--- config.mk ---
export PLATFORM = sky130hd
export DESIGN_NAME = ccip_c0_rd_arbiter
export DESIGN_NICKNAME = d
export VERILOG_FILES = /design/src/rtl/ccip_arb_pkg.sv /design/src/rtl/rr_arbiter.sv /design/src/rtl/ccip_c0_rd_arbiter.sv
export SDC_FILE = /design/constraint.sdc
export NUM_CORES = 1
export LEC_CHECK = 0
export BUFFER_PORTS_ARGS = -buffer_cell sky130_fd_sc_hd__buf_4
export CAP_MARGIN = 0
export CORE_AREA = 2 2 506 508
export DETAILED_ROUTE_END_ITERATION = 8
export DIE_AREA = 0 0 508 510
export GPL_ROUTABILITY_DRIVEN = 0
export PLACE_DENSITY = 0.3
export SYNTH_ARGS = -nofsm -noshare
export SYNTH_HDL_FRONTEND = slang
export SYNTH_SLANG_ARGS = --single-unit
--- constraint.sdc ---
create_clock -name clk -period 5.1 [get_ports clk]
set_clock_uncertainty 0.05 [all_clocks]
set_input_delay 1.02 -clock clk [delete_from_list [all_inputs] [get_ports clk]]
set_output_delay 1.02 -clock clk [all_outputs]
set_load 0.005 [all_outputs]
--- src/rtl/ccip_arb_pkg.sv ---
// Shared definitions for the CCI-P channel 0 read arbiter.
//   - MDATA_ID_W: number of mdata bits that carry the requester ID.
//   - Local copies of the CCI-P header enums and the C0 request header
//     struct. Only the fields this block drives are modelled.
//   - build_rd_hdr(): builds a single-line RDLINE_I request header on VA
//     from a cache-line address and a requester ID.
package ccip_arb_pkg;

  localparam int MDATA_ID_W = 4;
  localparam int CL_ADDR_W  = 42;

  typedef enum logic [1:0] {
    eVC_VA  = 2'h0,
    eVC_VL0 = 2'h1,
    eVC_VH0 = 2'h2,
    eVC_VH1 = 2'h3
  } t_ccip_vc;

  typedef enum logic [1:0] {
    eCL_LEN_1 = 2'h0,
    eCL_LEN_2 = 2'h1,
    eCL_LEN_4 = 2'h3
  } t_ccip_clLen;

  typedef enum logic [3:0] {
    eREQ_RDLINE_I = 4'h0,
    eREQ_RDLINE_S = 4'h1
  } t_ccip_c0_req;

  typedef logic [CL_ADDR_W-1:0] t_ccip_clAddr;
  typedef logic [15:0]          t_ccip_mdata;

  typedef struct packed {
    t_ccip_vc     vc_sel;
    t_ccip_clLen  cl_len;
    t_ccip_c0_req req_type;
    logic [5:0]   rsvd0;
    t_ccip_clAddr address;
    t_ccip_mdata  mdata;
  } t_ccip_c0_ReqMemHdr;

  // Fixed header fields for every read this block issues.
  localparam t_ccip_vc     RD_VC_SEL   = eVC_VA;
  localparam t_ccip_clLen  RD_CL_LEN   = eCL_LEN_1;
  localparam t_ccip_c0_req RD_REQ_TYPE = eREQ_RDLINE_I;

  function automatic t_ccip_c0_ReqMemHdr build_rd_hdr(
    input t_ccip_clAddr          addr,
    input logic [MDATA_ID_W-1:0] id
  );
    t_ccip_c0_ReqMemHdr h;
    h          = '0;
    h.vc_sel   = RD_VC_SEL;
    h.cl_len   = RD_CL_LEN;
    h.req_type = RD_REQ_TYPE;
    h.address  = addr;
    h.mdata    = t_ccip_mdata'(id);
    return h;
  endfunction

endpackage

--- src/rtl/rr_arbiter.sv ---
// Round-robin arbiter with a registered rotation pointer.
//   clk, rst  : clock, synchronous active-high reset (clears the pointer)
//   req_i     : N request lines
//   en_i      : grant enable; no grant while low
//   advance_i : a grant was consumed this cycle; pointer moves past it
//   gnt_o     : one-hot grant (zero when nothing is granted)
//   idx_o     : binary index of the granted requester
module rr_arbiter #(
  parameter int N     = 4,
  parameter int IDX_W = (N > 1) ? $clog2(N) : 1
) (
  input  logic             clk,
  input  logic             rst,
  input  logic [N-1:0]     req_i,
  input  logic             en_i,
  input  logic             advance_i,
  output logic [N-1:0]     gnt_o,
  output logic [IDX_W-1:0] idx_o
);

  logic [IDX_W-1:0] rr_ptr_q;
  logic [IDX_W-1:0] rr_ptr_d;

  // Search upward from rr_ptr with wrap-around; first valid wins.
  always_comb begin
    int               j;
    logic [IDX_W-1:0] jj;
    logic             found;
    gnt_o = '0;
    idx_o = '0;
    found = 1'b0;
    j     = 0;
    jj    = '0;
    for (int k = 0; k < N; k++) begin
      j = int'(rr_ptr_q) + k;
      if (j >= N) j = j - N;
      jj = IDX_W'(j);
      if (en_i && !found && req_i[jj]) begin
        gnt_o[jj] = 1'b1;
        idx_o     = jj;
        found     = 1'b1;
      end
    end
  end

  always_comb begin
    rr_ptr_d = rr_ptr_q;
    if (advance_i) begin
      rr_ptr_d = (idx_o == IDX_W'(N - 1)) ? '0 : idx_o + 1'b1;
    end
  end

  always_ff @(posedge clk) begin
    if (rst) rr_ptr_q <= '0;
    else     rr_ptr_q <= rr_ptr_d;
  end

endmodule

--- src/rtl/ccip_c0_rd_arbiter.sv ---
// Shares CCI-P TX channel 0 (memory reads) among NUM_REQ requesters.
// Round-robin grant, throttled by c0TxAlmFull and an outstanding-read
// credit limit. The requester ID rides in mdata[3:0] and routes the
// matching RX channel 0 response back as a one-hot strobe.
//   clk, rst         : pClk, synchronous active-high reset
//   req_valid/addr   : per-requester read request (addr slice i -> req i)
//   req_ready        : one-hot grant; handshake = valid & ready
//   c0_alm_full      : rx.c0TxAlmFull
//   c0_tx_*          : tx.c0 valid / hdr.address / hdr.mdata (1-cycle latency)
//   c0_rx_*          : RDLINE response valid / mdata / data
//   rsp_valid/data   : one-hot routed response strobe and shared data
//   outstanding      : reads in flight
//   err              : sticky error (response with nothing in flight or bad ID)
module ccip_c0_rd_arbiter
  import ccip_arb_pkg::*;
#(
  parameter int NUM_REQ         = 4,
  parameter int MAX_OUTSTANDING = 64,
  parameter int ADDR_W          = 42
) (
  input  logic                      clk,
  input  logic                      rst,
  input  logic [NUM_REQ-1:0]        req_valid,
  input  logic [NUM_REQ*ADDR_W-1:0] req_addr,
  output logic [NUM_REQ-1:0]        req_ready,
  input  logic                      c0_alm_full,
  output logic                      c0_tx_valid,
  output logic [ADDR_W-1:0]         c0_tx_addr,
  output logic [15:0]               c0_tx_mdata,
  input  logic                      c0_rx_rsp_valid,
  input  logic [15:0]               c0_rx_mdata,
  input  logic [511:0]              c0_rx_data,
  output logic [NUM_REQ-1:0]        rsp_valid,
  output logic [511:0]              rsp_data,
  output logic [7:0]                outstanding,
  output logic                      err
);

  localparam int       IDX_W   = (NUM_REQ > 1) ? $clog2(NUM_REQ) : 1;
  localparam logic [7:0] MAX_CNT = 8'(MAX_OUTSTANDING);

  logic                     can_issue;
  logic [NUM_REQ-1:0]       gnt;
  logic [IDX_W-1:0]         gnt_idx;
  logic                     hs;
  logic [ADDR_W-1:0]        addr_sel;
  t_ccip_c0_ReqMemHdr       hdr_d;

  logic                     tx_valid_q, tx_valid_d;
  logic [ADDR_W-1:0]        tx_addr_q,  tx_addr_d;
  logic [15:0]              tx_mdata_q, tx_mdata_d;
  logic [7:0]               cnt_q,      cnt_d;
  logic                     err_q,      err_d;
  logic [NUM_REQ-1:0]       rsp_valid_q, rsp_valid_d;
  logic [511:0]             rsp_data_q,  rsp_data_d;

  logic [MDATA_ID_W-1:0]    rx_id;
  logic                     rx_id_ok;
  logic                     unused_bits;

  assign can_issue = !c0_alm_full && (cnt_q < MAX_CNT) && !rst;

  rr_arbiter #(
    .N     (NUM_REQ),
    .IDX_W (IDX_W)
  ) u_rr (
    .clk       (clk),
    .rst       (rst),
    .req_i     (req_valid),
    .en_i      (can_issue),
    .advance_i (hs),
    .gnt_o     (gnt),
    .idx_o     (gnt_idx)
  );

  // The arbiter only grants valid requesters, so any grant is a handshake.
  assign req_ready = gnt;
  assign hs        = |gnt;

  always_comb begin
    addr_sel = '0;
    for (int i = 0; i < NUM_REQ; i++) begin
      if (gnt[i]) addr_sel = req_addr[i*ADDR_W +: ADDR_W];
    end
  end

  assign hdr_d = build_rd_hdr(t_ccip_clAddr'(addr_sel), MDATA_ID_W'(gnt_idx));

  // Issue stage: the header registers hold their value when idle.
  always_comb begin
    tx_valid_d = hs;
    tx_addr_d  = tx_addr_q;
    tx_mdata_d = tx_mdata_q;
    if (hs) begin
      tx_addr_d  = ADDR_W'(hdr_d.address);
      tx_mdata_d = hdr_d.mdata;
    end
  end

  assign rx_id    = c0_rx_mdata[MDATA_ID_W-1:0];
  assign rx_id_ok = ({1'b0, rx_id} < (MDATA_ID_W + 1)'(NUM_REQ));

  // Credit counter and sticky error. A response with nothing in flight
  // is a protocol error and must not underflow the counter.
  always_comb begin
    cnt_d = cnt_q;
    err_d = err_q;
    case ({hs, c0_rx_rsp_valid})
      2'b10: if (cnt_q < MAX_CNT) cnt_d = cnt_q + 8'd1;
      2'b01: begin
        if (cnt_q == 8'd0) err_d = 1'b1;
        else               cnt_d = cnt_q - 8'd1;
      end
      2'b11: if (cnt_q == 8'd0) err_d = 1'b1;
      default: ;
    endcase
    if (c0_rx_rsp_valid && !rx_id_ok) err_d = 1'b1;
  end

  // Response routing stage.
  always_comb begin
    rsp_valid_d = '0;
    rsp_data_d  = rsp_data_q;
    if (c0_rx_rsp_valid && rx_id_ok) begin
      rsp_valid_d[rx_id] = 1'b1;
      rsp_data_d         = c0_rx_data;
    end
  end

  always_ff @(posedge clk) begin
    if (rst) begin
      tx_valid_q  <= 1'b0;
      tx_addr_q   <= '0;
      tx_mdata_q  <= '0;
      cnt_q       <= '0;
      err_q       <= 1'b0;
      rsp_valid_q <= '0;
      rsp_data_q  <= '0;
    end else begin
      tx_valid_q  <= tx_valid_d;
      tx_addr_q   <= tx_addr_d;
      tx_mdata_q  <= tx_mdata_d;
      cnt_q       <= cnt_d;
      err_q       <= err_d;
      rsp_valid_q <= rsp_valid_d;
      rsp_data_q  <= rsp_data_d;
    end
  end

  assign c0_tx_valid = tx_valid_q;
  assign c0_tx_addr  = tx_addr_q;
  assign c0_tx_mdata = tx_mdata_q;
  assign rsp_valid   = rsp_valid_q;
  assign rsp_data    = rsp_data_q;
  assign outstanding = cnt_q;
  assign err         = err_q;

  // Fixed header fields are implied by the channel; only address and
  // mdata leave this block. Upper rx mdata bits carry no routing info.
  assign unused_bits = ^{hdr_d.vc_sel, hdr_d.cl_len, hdr_d.req_type,
                         hdr_d.rsvd0, c0_rx_mdata[15:MDATA_ID_W]};

endmodule

# == Word-level counts from Yosys, hierarchy flattened ==
# Cells that the tools add are included.
# word_totals
ff_bits,572
inputBits,704
out_inout_bits,588
# classes
addsub,10
order_cmp,16
n_eq_ne,6
muxes,44
n_bitwise,4
reduce_logical,31
# op_table
cell,n
$mux W42,4
$mux W2,9
$logic_and A1 B1 Y1,16
$mux W4,4
$mux W8,2
$pmux W8 S2,1
$mux W1,15
$lt A2 B3 Y1 const B,4
$or A4 B4 Y4,3
$demux W1 S2,5
$ge A3 B3 Y1 const B,3
$add A8 B1 Y8 const B,1
$bmux W1 S2,4
$ge A2 B1 Y1 const B,4
$logic_not A8 Y1,1
$lt A4 B3 Y1 const B,2
$lt A8 B7 Y1 const B,1
$sub A2 B1 Y2 const B,4
$sub A8 B1 Y8 const B,1
$add A2 B2 Y3 const B,2
$eq A2 B2 Y1 const B,3
$logic_not A1 Y1,6
$reduce_bool A2 Y1,3
$ge A4 B1 Y1 const B,1
other kinds (10),12

# == Longest topological paths before layout ==
# Gate-level depths: netlist (run 1).
# logic_depth
word_depth,23
ltp_mapped,22

# == Hierarchy ==
# Synthesis (run 1) repeated with hierarchy kept, for this count alone.
# unflattened
cells_unflattened,2720
area_unflattened_um2,21478.1
# modules_own_cells
mod,n_inst,cells_per_inst,area_each_um2
ccip_c0_rd_arbiter,1,2657,20933.8
rr_arbiter,1,63,544.3

# == Worst setup path before layout (run 1) ==
# Ideal clock, no wire load.
# synth_path
path_type,input to register
from,in req_valid[2]
to,reg cnt_q[6] (netlist: outstanding[6])
setup_ps,128
t_arrival_ps,5145
t_required_ps,4922
setup_slack_ps,-223
path_stages,19
path_cell_list,nor2b_1 > mux4_2 > a22o_1 > a21oi_4 > inv_2 > nor4_4 > buf_2 > ha_1 > clkbuf_1 > clkbuf_1 > xor2_1 > ha_1 > a21oi_1 > and3b_1 > a221oi_1 > mux2i_1 > o21ai_1 > xor2_1 > nor2_1
# synth_between
elab_chain_len,20
word_cells_on_any_way,36
classes_between,eq/ne (4); mux (16); bitwise (3); reduce/logical (13)
# synth_lines
element,line_no,source
start: declaration,ccip_c0_rd_arbiter.sv:23,"input logic [NUM_REQ-1:0] req_valid,"
$bmux W1 S2,rr_arbiter.sv:38,if (en_i && !found && req_i[jj]) begin
$mux W1 (not written as such),rr_arbiter.sv:38,
$logic_and A1 B1 Y1,rr_arbiter.sv:38,
$mux W1,rr_arbiter.sv:38,
$logic_not A1 Y1,rr_arbiter.sv:38,
$logic_and A1 B1 Y1 (2 in series),rr_arbiter.sv:38,
$mux W1,rr_arbiter.sv:38,
$logic_not A1 Y1,rr_arbiter.sv:38,
$logic_and A1 B1 Y1 (2 in series),rr_arbiter.sv:38,
$mux W1,rr_arbiter.sv:38,
$logic_not A1 Y1,rr_arbiter.sv:38,
$logic_and A1 B1 Y1 (2 in series),rr_arbiter.sv:38,
$mux W4 (*),rr_arbiter.sv:38,
$reduce_or A4 Y1 (*),ccip_c0_rd_arbiter.sv:78,assign hs = |gnt;
$eq A2 B1 Y1 / $eq A2 B2 Y1 (equally long branches),ccip_c0_rd_arbiter.sv:108,"case ({hs, c0_rx_rsp_valid})"
$ne A2 B2 Y1 (no source line) / $reduce_bool A2 Y1 (equally long branches),-,
$reduce_and A3 Y1 (no source line),-,
end signal: assignment,ccip_c0_rd_arbiter.sv:143,cnt_q <= cnt_d;
end: declaration,ccip_c0_rd_arbiter.sv:52,"logic [7:0] cnt_q, cnt_d;"
# Mark *: on every way between the ends. The rest lies on a longest branch, timed or not. The select of a mux whose other input is x is not followed.
# A chain may end at the register's enable or synchronous reset.

# == Worst setup path after layout (run 1) ==
# layout_path
from,reg u_rr.rr_ptr_q[1]
to,reg cnt_q[7] (netlist: outstanding[7])
# layout_between
elab_chain_len,22
word_cells_on_any_way,71
classes_between,add/sub (7); order compare (12); eq/ne (4); mux (28); bitwise (3); reduce/logical (17)
# layout_lines
element,line_no,source
start: declaration,rr_arbiter.sv:21,logic [IDX_W-1:0] rr_ptr_q;
start signal: assignment,rr_arbiter.sv:55,else rr_ptr_q <= rr_ptr_d;
"parallel branches: the longest is 17 deep, another holds $add A2 B1 Y3",-,
$mux W4 (*),rr_arbiter.sv:38,
$reduce_or A4 Y1 (*),ccip_c0_rd_arbiter.sv:78,
$eq A2 B1 Y1 / $eq A2 B2 Y1 (equally long branches),ccip_c0_rd_arbiter.sv:108,
$ne A2 B2 Y1 (no source line) / $reduce_bool A2 Y1 (equally long branches),-,
$reduce_and A3 Y1 (no source line),-,
# Every way passes the cells marked *. The select of a mux whose other input is x is not followed.

==> results.md, run 1 <==
* Outcome: complete, no violations
* Slew HR at between 15 and 20%
* Synth Instances at between 2,000 and 3,000
* Detailed-route via count at 24,108
* Post-DP HPWL at between 100 and 150 mm
* Critical path launch point type: flip-flop
* Crit path from: u_rr.rr_ptr_q[1]
* Crit Path Class: reg2reg
* Leak at between 10 and 15 nW
* Yosys warns at 0
* Post-synth EDFFs at 0
* Post-CTS Setup Inserts at 0
* Routed Antenna Nets at 0
* Largest delay contributor family on the critical path: compound AO/OA/AOI/OAI gates
* Drt via density at between 3 and 4
* Fin crit share at 93.9%
* Row count at approximately 190
* Root Buffer: clkbuf_16
* RSZ-0062 raised after global routing: no
* R2R depth at 17
* Most common cell after layout, fill and taps aside: buf_4
* Area share of the largest cell type after synthesis at 54.1%
* Setup TNS at 0 ns
* Worst Hold Launch: rsp_data[314]
* Sequential-to-total area share from yosys stat at between 50% and 60%
* Power per cell area at 368 nW/um^2
* Total power at 13.8 mW
* First-pass GRT wire length at 219 mm
* Final Hold Vio Count at 0
* Worst path depth at 17
* Die width at 508 um
* Initial antenna violation count at slightly above 90
* Clk network pwr share at between 40 and 50%
* Hold Path Depth at 2
* PostCTS Resize Cnt at 0
* Final setup vio count at 0
* Initial Util at around 8.4%
* First-pass DRT Iterations at 5
* Layout net count at around 4,600
* Maxcap violations at 0
* CORE AREA at approximately 250,000 um^2
* Routed wire length at 169 mm
* Post-Syn Area at about 21,000 um^2
* Die height at ~500 um
* DRC at 0
* Most used DFF post-synth: dfxtp_1
* Die ar. at around 260,000 um^2
* Yosys reg bits at 572
* Share of cells above drive strength 1 at between 30% and 40%
* Iter 0 DRT Violations at approximately 1,100
* Vias in the first global route at about 24,000
* Avg WL per Cell at 23.1 um
* Hold_buf cts at 0
* Critical Path End Type: flip-flop
* Synthesis-to-layout area growth at 77.3%
* Slowest CP cell: ha_1
* H-Tree Level Count at 3
* Commonest cells after routing, fill and taps aside: 1,300 x buf_4, 1,047 x nand2_1, 572 x dfxtp_1
* Netlist cell types at 54
* Max Clock Freq at ~210 MHz
* Num CTS Buffers at 86
* Net Switching at approximately 4.1 mW
* Crit path buf inv count at 3
* Port Buffers at approximately 1,300
* Net Sw Frac at between 20% and 30%
* Internal power at 9.74 mW
* Clock transition at the registers of the reported paths at 0.05 ns
* Clk sinks at ~570
* CTS tree: done
* Min Tclk post-route at between 4 and 5 ns
* Worst Max-Slew Pin Slew at ~1.2 ns
* Hold WC Path Type: reg2reg
* Worst IR Drop VDD at 210 uV
* Synth area leader: dfxtp_1
* Later-pin clock latency in the skew report at about 0.71 ns
* Mean post-synth cell area at slightly below 8 um^2
* Worst EP arrival at roughly 5.3 ns
* CP max stage delay at around 0.51 ns
* Worst setup margin at roughly 0.31 ns
* Total GRT Usage at ~12%
* WHS at around 0.40 ns
* Worst r2r src: u_rr.rr_ptr_q[1]
* Async SR Flop Fraction at 0%
* Max Root-Sink Buffers at 3
* Combinational fraction of design power at between 15 and 20%
* Crit path required time at around 5.7 ns
* Crit path cell chain: inv_1 > ha_1 > mux2_1 > a32o_1 > a22o_1 > a21oi_4 > inv_2 > nor4_4 > ha_1 > buf_4 > nor3b_1 > o21ai_1 > a22oi_1 > a211oi_2 > mux2i_1 > o31ai_1 > mux2_1
* Top-level I/O count at roughly 1,300
* Max Slew Vio Count at 0
* Synth area leaders: dfxtp_1 54%, nand2_1 19%, a21oi_1 12%
* Finished Core Util at between 10% and 20%
* Pre-CTS WS at between 0.06 and 0.07 ns
* Largest net degree at the start of global routing at 162
* CP max FO at 8
* Flop pwr share at 35.6%
* Grt ovf at 0
==> synthesized netlist by cell type (all sizes together) (2+ instances only) <==
master	instances
nor2	61
or3	2
a21oi	517
a32oi	42
a221oi	45
clkbuf	201
nand2	1047
mux2i	6
a22oi	4
dfxtp	572
inv	10
and3b	2
xor2	7
ha	13
a211oi	3
nor2b	6
mux4	2
o31a	2
o31ai	44
nor4	6
o21ai	11
a31o	2
or2	2
buf	28
xnor2	4
mux2	4
nand3	10
nor3	5
==> stage by stage <==
step | instance area [um^2] | std cells
2_1_floorplan | 21200 | 2687
3_3_place_gp | 34500 | 7136
3_5_place_dp | 34500 | 7136
4_1_cts | 37500 | 7288
5_1_grt | 37500 | 7291
6_report | 37500 | 7303
==> worst min-delay path: cells and delay by family, from the launching register on <==
family          cells  cell delay [ns]
compound gates      1             0.05
flops               1             0.30
simple gates        1             0.05
==> flip-flops by register name, summed over array words and instances, names as in the netlist, named ones only <==
name and flops:
u_rr.rr_ptr_q 1, c0_tx_valid 1, rsp_valid 4, outstanding 8, rsp_data 512, err 1, c0_tx_mdata 2, c0_tx_addr 42
==> cells by family (layout without fill, tap and decap cells) <==
| kind of cell | after synthesis | in the layout | synth area share, % |
|---|---|---|---|
| XOR/XNOR | 11 | 11 | 0.455 |
| other | 1 | 29 | 0.0177 |
| multiplexers | 12 | 12 | 0.709 |
| AND/OR/NAND/NOR | 1145 | 1145 | 20.8 |
| AO/OA/AOI/OAI | 681 | 681 | 18.6 |
| adder cells (fa/ha/maj) | 13 | 13 | 0.768 |
| buffers and inverters | 239 | 1474 | 4.58 |
| flip-flops | 572 | 572 | 54.1 |
==> per-layer routing <==
metal	wire (um)	share of wire [%]	global-route usage, %	vias to the layer above
met5	214	0.13	0	-
li1	-	-	-	11280
met2	80300	48	21.0	1190
met4	4260	2.5	3.11	32
met3	17800	11	5.79	281
met1	66000	39	13.9	11325
==> path summary, 6_finish.rpt <==
check,endpoint,slack [ns]
worst min register to register,rsp_data[314],0.40
worst max register to register,outstanding[7],0.31
worst min-delay path,rsp_data[314],0.40
worst max-delay path,outstanding[7],0.31
==> power groups by stage <==
| stage | Sequential, mW | Combinational, mW | Clock [mW] |
|---|---|---|---|
| global route | 4.95 | 2.74 | 6.88 |
| finish | 4.92 | 2.51 | 6.40 |
| CTS | 4.92 | 2.57 | 6.76 |
| detailed placement | 5.01 | 2.57 | 0 |
| floorplan | 4.99 | 1.08 | 0 |
| global placement | 5.00 | 2.57 | 0 |
==> final cells by class <==
cell class / count / area (um^2)
Fill cell: 29265 / 216000
Sequential cell: 572 / 11500
Timing Repair Buffer: 1312 / 9990
Multi-Input combinational cell: 1876 / 8850
Tap cell: 3366 / 4210
Clock buffer: 118 / 2460
Clock inverter: 34 / 508
Inverter: 10 / 37.5
Antenna cell: 15 / 37.5
Power figures use the tool's default switching activity.
==> run 2, diff against run 1 <==
- ABC_AREA: unset -> 1
- CORE_AREA: 2 2 506 508 -> 2 2 510 512
- DIE_AREA: 0 0 508 510 -> 0 0 512 514
==> results.md, run 2 <==
* Outcome: complete, no violations
* Clk sinks at 572 (unchanged)
* PostCTS Resize Cnt at 0 (unchanged)
* Commonest cells in the netlist: 1,043 x nor2_1, 572 x dfxtp_1, 521 x o21ai_0
* Max Root-Sink Buffers at 3 (unchanged)
* Routed Antenna Nets at 0 (unchanged)
* DRC at 0 (unchanged)
* Critical Path End Type: output port
* Synth area leaders: dfxtp_1 52%, nor2_1 18%, o21ai_0 12%
* Crit path cell chain: inv_1 > ha_1 > inv_1 > nand3_2 > nand2_1 > inv_1 > nor2_4 > nand3_1 > nand3_4 > buf_4 > buf_4
* CORE AREA at 258,000 um^2 (+1.8%)
* Iter 0 DRT Violations at 1,407 (+26%)
* Met3 wire len at 18.6 mm (+4.5%)
* Leak at 17.1 nW (+14%)
* Final setup vio count at 0 (unchanged)
* Routed wire length at 167 mm (-1.2%)
* Synth area leader: dfxtp_1
* Die width at 512 um (+0.79%)
* Die height at 514 um (+0.78%)
* Placed cell count at 7,558 (+5.9%)
* Worst IR Drop VDD at 217 uV (+3.7%)
* Vias in the first global route at 24,913 (+5.1%)
* Yosys warns at 0 (unchanged)
* Mean post-synth cell area at 7.22 um^2 (-8.9%)
* Multiplexer area fraction after synthesis at 0% (-0.71 points)
* Crit-path most repeated cell: inv_1
* Met2 wire length at 75.7 mm (-5.7%)
* Min Tclk post-route at 4.61 ns (-0.181 ns)
* Async SR Flop Fraction at 0% (unchanged)
* Hold Path Depth at 2 (unchanged)
* Crit path from: u_rr.rr_ptr_q[1]
* First-pass GRT wire length at 221 mm (+1.1%)
* Layout net count at 4,959 (+8.4%)
* Num CTS Buffers at 84 (-2.3%)
* Post-synth EDFFs at 0 (unchanged)
* Netlist cell types at 37 (-31%)
* Post-synthesis xor/xnor area fraction at 0.358% (-0.097 points)
* Clock transition at the registers of the reported paths at 0.06 ns (about the same)
* Post-Syn Area at 22,000 um^2 (+4.0%)
* Initial Util at 8.54% (+0.18 points)
* Avg WL per Cell at 21.6 um (-6.5%)
* Synthesis-to-layout area growth at 73.7%
* Compound-cell area share of the yosys netlist at 14.1% (-4.5 points)
* Max Slew Vio Count at 0 (unchanged)
* CTS tree: done
* Drt via density at 3.23 (-2.3%)
* Total GRT Usage at 12.1% (-0.25 points)
* Row count at 187 (+1.1%)
* Share of cells above drive strength 1 at 34.2% (-3.3 points)
* Top-level I/O count at 1,292 (unchanged)
* Post-DP HPWL at 135 mm (-0.97%)
* FF-to-FF End: outstanding[6]
* Setup TNS at 0 ns (unchanged)
* R2R depth at 26 (+9)
* Count leader, synth: nor2_1
* Root Buffer: clkbuf_16
* RSZ-0062 raised after global routing: no
* Total power at 14.8 mW (+6.9%)
* Port Buffers at 1,265 (unchanged)
* Critical path launch point type: flip-flop
* Crit path capture: req_ready[1]
* Hold_buf cts at 0 (unchanged)
* Commonest cells after routing, fill and taps aside: 1,301 x buf_4, 1,043 x nor2_1, 572 x dfxtp_1
* Largest family of logic cells by synthesized area: simple AND/OR/NAND/NOR gates
* Final Hold Vio Count at 0 (unchanged)
* Largest net degree at the start of global routing at 186 (+15%)
* Worst Max-Slew Pin Slew at 1.01 ns (-0.236 ns)
* Placed cell areas at 35,400 um^2 (+2.5%)
* Yosys reg bits at 572 (unchanged)
* Slew HR at 32.0% (+15 points)
* First-pass DRT Iterations at 4 (-1)
* Post-Synth Adder-Cell Area at 0.738% (-0.030 points)
* Detailed-route via count at 24,899 (+3.3%)
* Max Clock Freq at 217 MHz (+3.9%)
* Finished Layout Cells at 7,719 (+5.7%)
* Sequential-to-total area share from yosys stat at 52.0% (-2.1 points)
* Met1 wire length at 68.7 mm (+4.1%)
* Fin crit share at 90.3% (-3.6 points)
* Initial antenna violation count at 44 (-52%)
* Largest register FFs at 512 (unchanged)
* Simple-gate share of the synthesized area at 26.3% (+5.5 points)
* Flop-to-flop setup slack at 1.01 ns (+0.70 ns)
* CP max FO at 44 (+36)
* Die ar. at 263,000 um^2 (+1.6%)
* Grt ovf at 0 (unchanged)
* Most used DFF post-synth: dfxtp_1
* Synth Instances at 3,053 (+14%)
* Crit Path Class: reg2out
* Post-CTS Setup Inserts at 0 (unchanged)
* CP max stage delay at 0.53 ns (+0.02 ns)
* H-Tree Level Count at 3 (unchanged)
* Maxcap violations at 0 (unchanged)
* Most common cell after layout, fill and taps aside: buf_4
* Slowest CP cell: dfxtp_1
* Final instance area at 38,300 um^2 (+1.9%)
* Power per cell area at 386 nW/um^2 (+4.9%)
* Later-pin clock latency in the skew report at 0.72 ns (about the same)
* Crit path required time at 4.03 ns (-1.62 ns)
* Hold WC Path Type: reg2reg
* Worst r2r src: u_rr.rr_ptr_q[1]
* Worst EP arrival at 3.54 ns (-1.79 ns)
* Area share of the largest cell type after synthesis at 52.0% (-2.1 points)
* Top Layer Used: met5
-- run 2: cell types whose count changed in the layout (fill, tap and decap cells not counted), sizes merged, moves of 45 or more --
cell	before	now
nor2	61	1049
nand2	1047	404
o21ai	11	521
a21oi	517	91
inv	13	122
a221oi	45	0
-- run 2: kinds of logic after synthesis --
logic type      Yosys count
compound gates          617
xor+xnor                  9
fa+ha+maj                13
buf+inv                 343
flops                   572
other cells               1
simple gates           1498
-- run 2: stage by stage --
step,worst slack [ns],utilization (%),hold WS (ns)
finish,0.493,14.8,0.403
global route,0.258,14.8,0.367
CTS,0.368,14.8,0.311
detailed placement,0.625,13.7,0.394
global placement,0.440,13.7,0.389
floorplan,1.07,-,0.391
-- run 2: worst min-delay path by stage --
stage / from / to
after floorplan: c0_tx_mdata[1] / c0_tx_mdata[1]
after global placement: c0_tx_addr[41] / c0_tx_addr[41]
after detailed placement: c0_tx_addr[37] / c0_tx_addr[37]
after CTS: c0_rx_mdata[0] / rsp_valid[2]
after global routing: c0_rx_mdata[0] / rsp_valid[2]
final: c0_tx_addr[24] / c0_tx_addr[24]
-- run 2: where the power goes --
group	switching (mW)	internal [mW]	leakage, nW
combinational	2.03	1.44	11.0
clock	2.57	3.61	1.39
sequential	0.284	4.84	4.68
total	4.88	9.89	17.1
-- run 2: metal layers --
layer,global-route usage (%),up-vias
met5,0,-
met4,3.02,38
li1,-,12028
met2,19.7,1068
met1,14.2,11575
met3,5.87,190
-- run 2: cell type report --
cell class                 instances  area [um^2]
antenna                            7         17.5
clock buffer                     129         2500
clock inverter                    25          363
fill                           29812       220000
inverter                         120          470
multi-input combinational       2151         9200
sequential                       572        11500
tap                             3402         4260
timing repair buffer            1313        10000
-- run 2: worst max-delay path, delay by kind of cell, from the launching register on --
kind / cells / cell delay [ns]
adder cells (fa/ha/maj): 1 / 0.37
buffers and inverters: 5 / 1.18
flip-flops: 1 / 0.53
AND/OR/NAND/NOR: 5 / 0.73
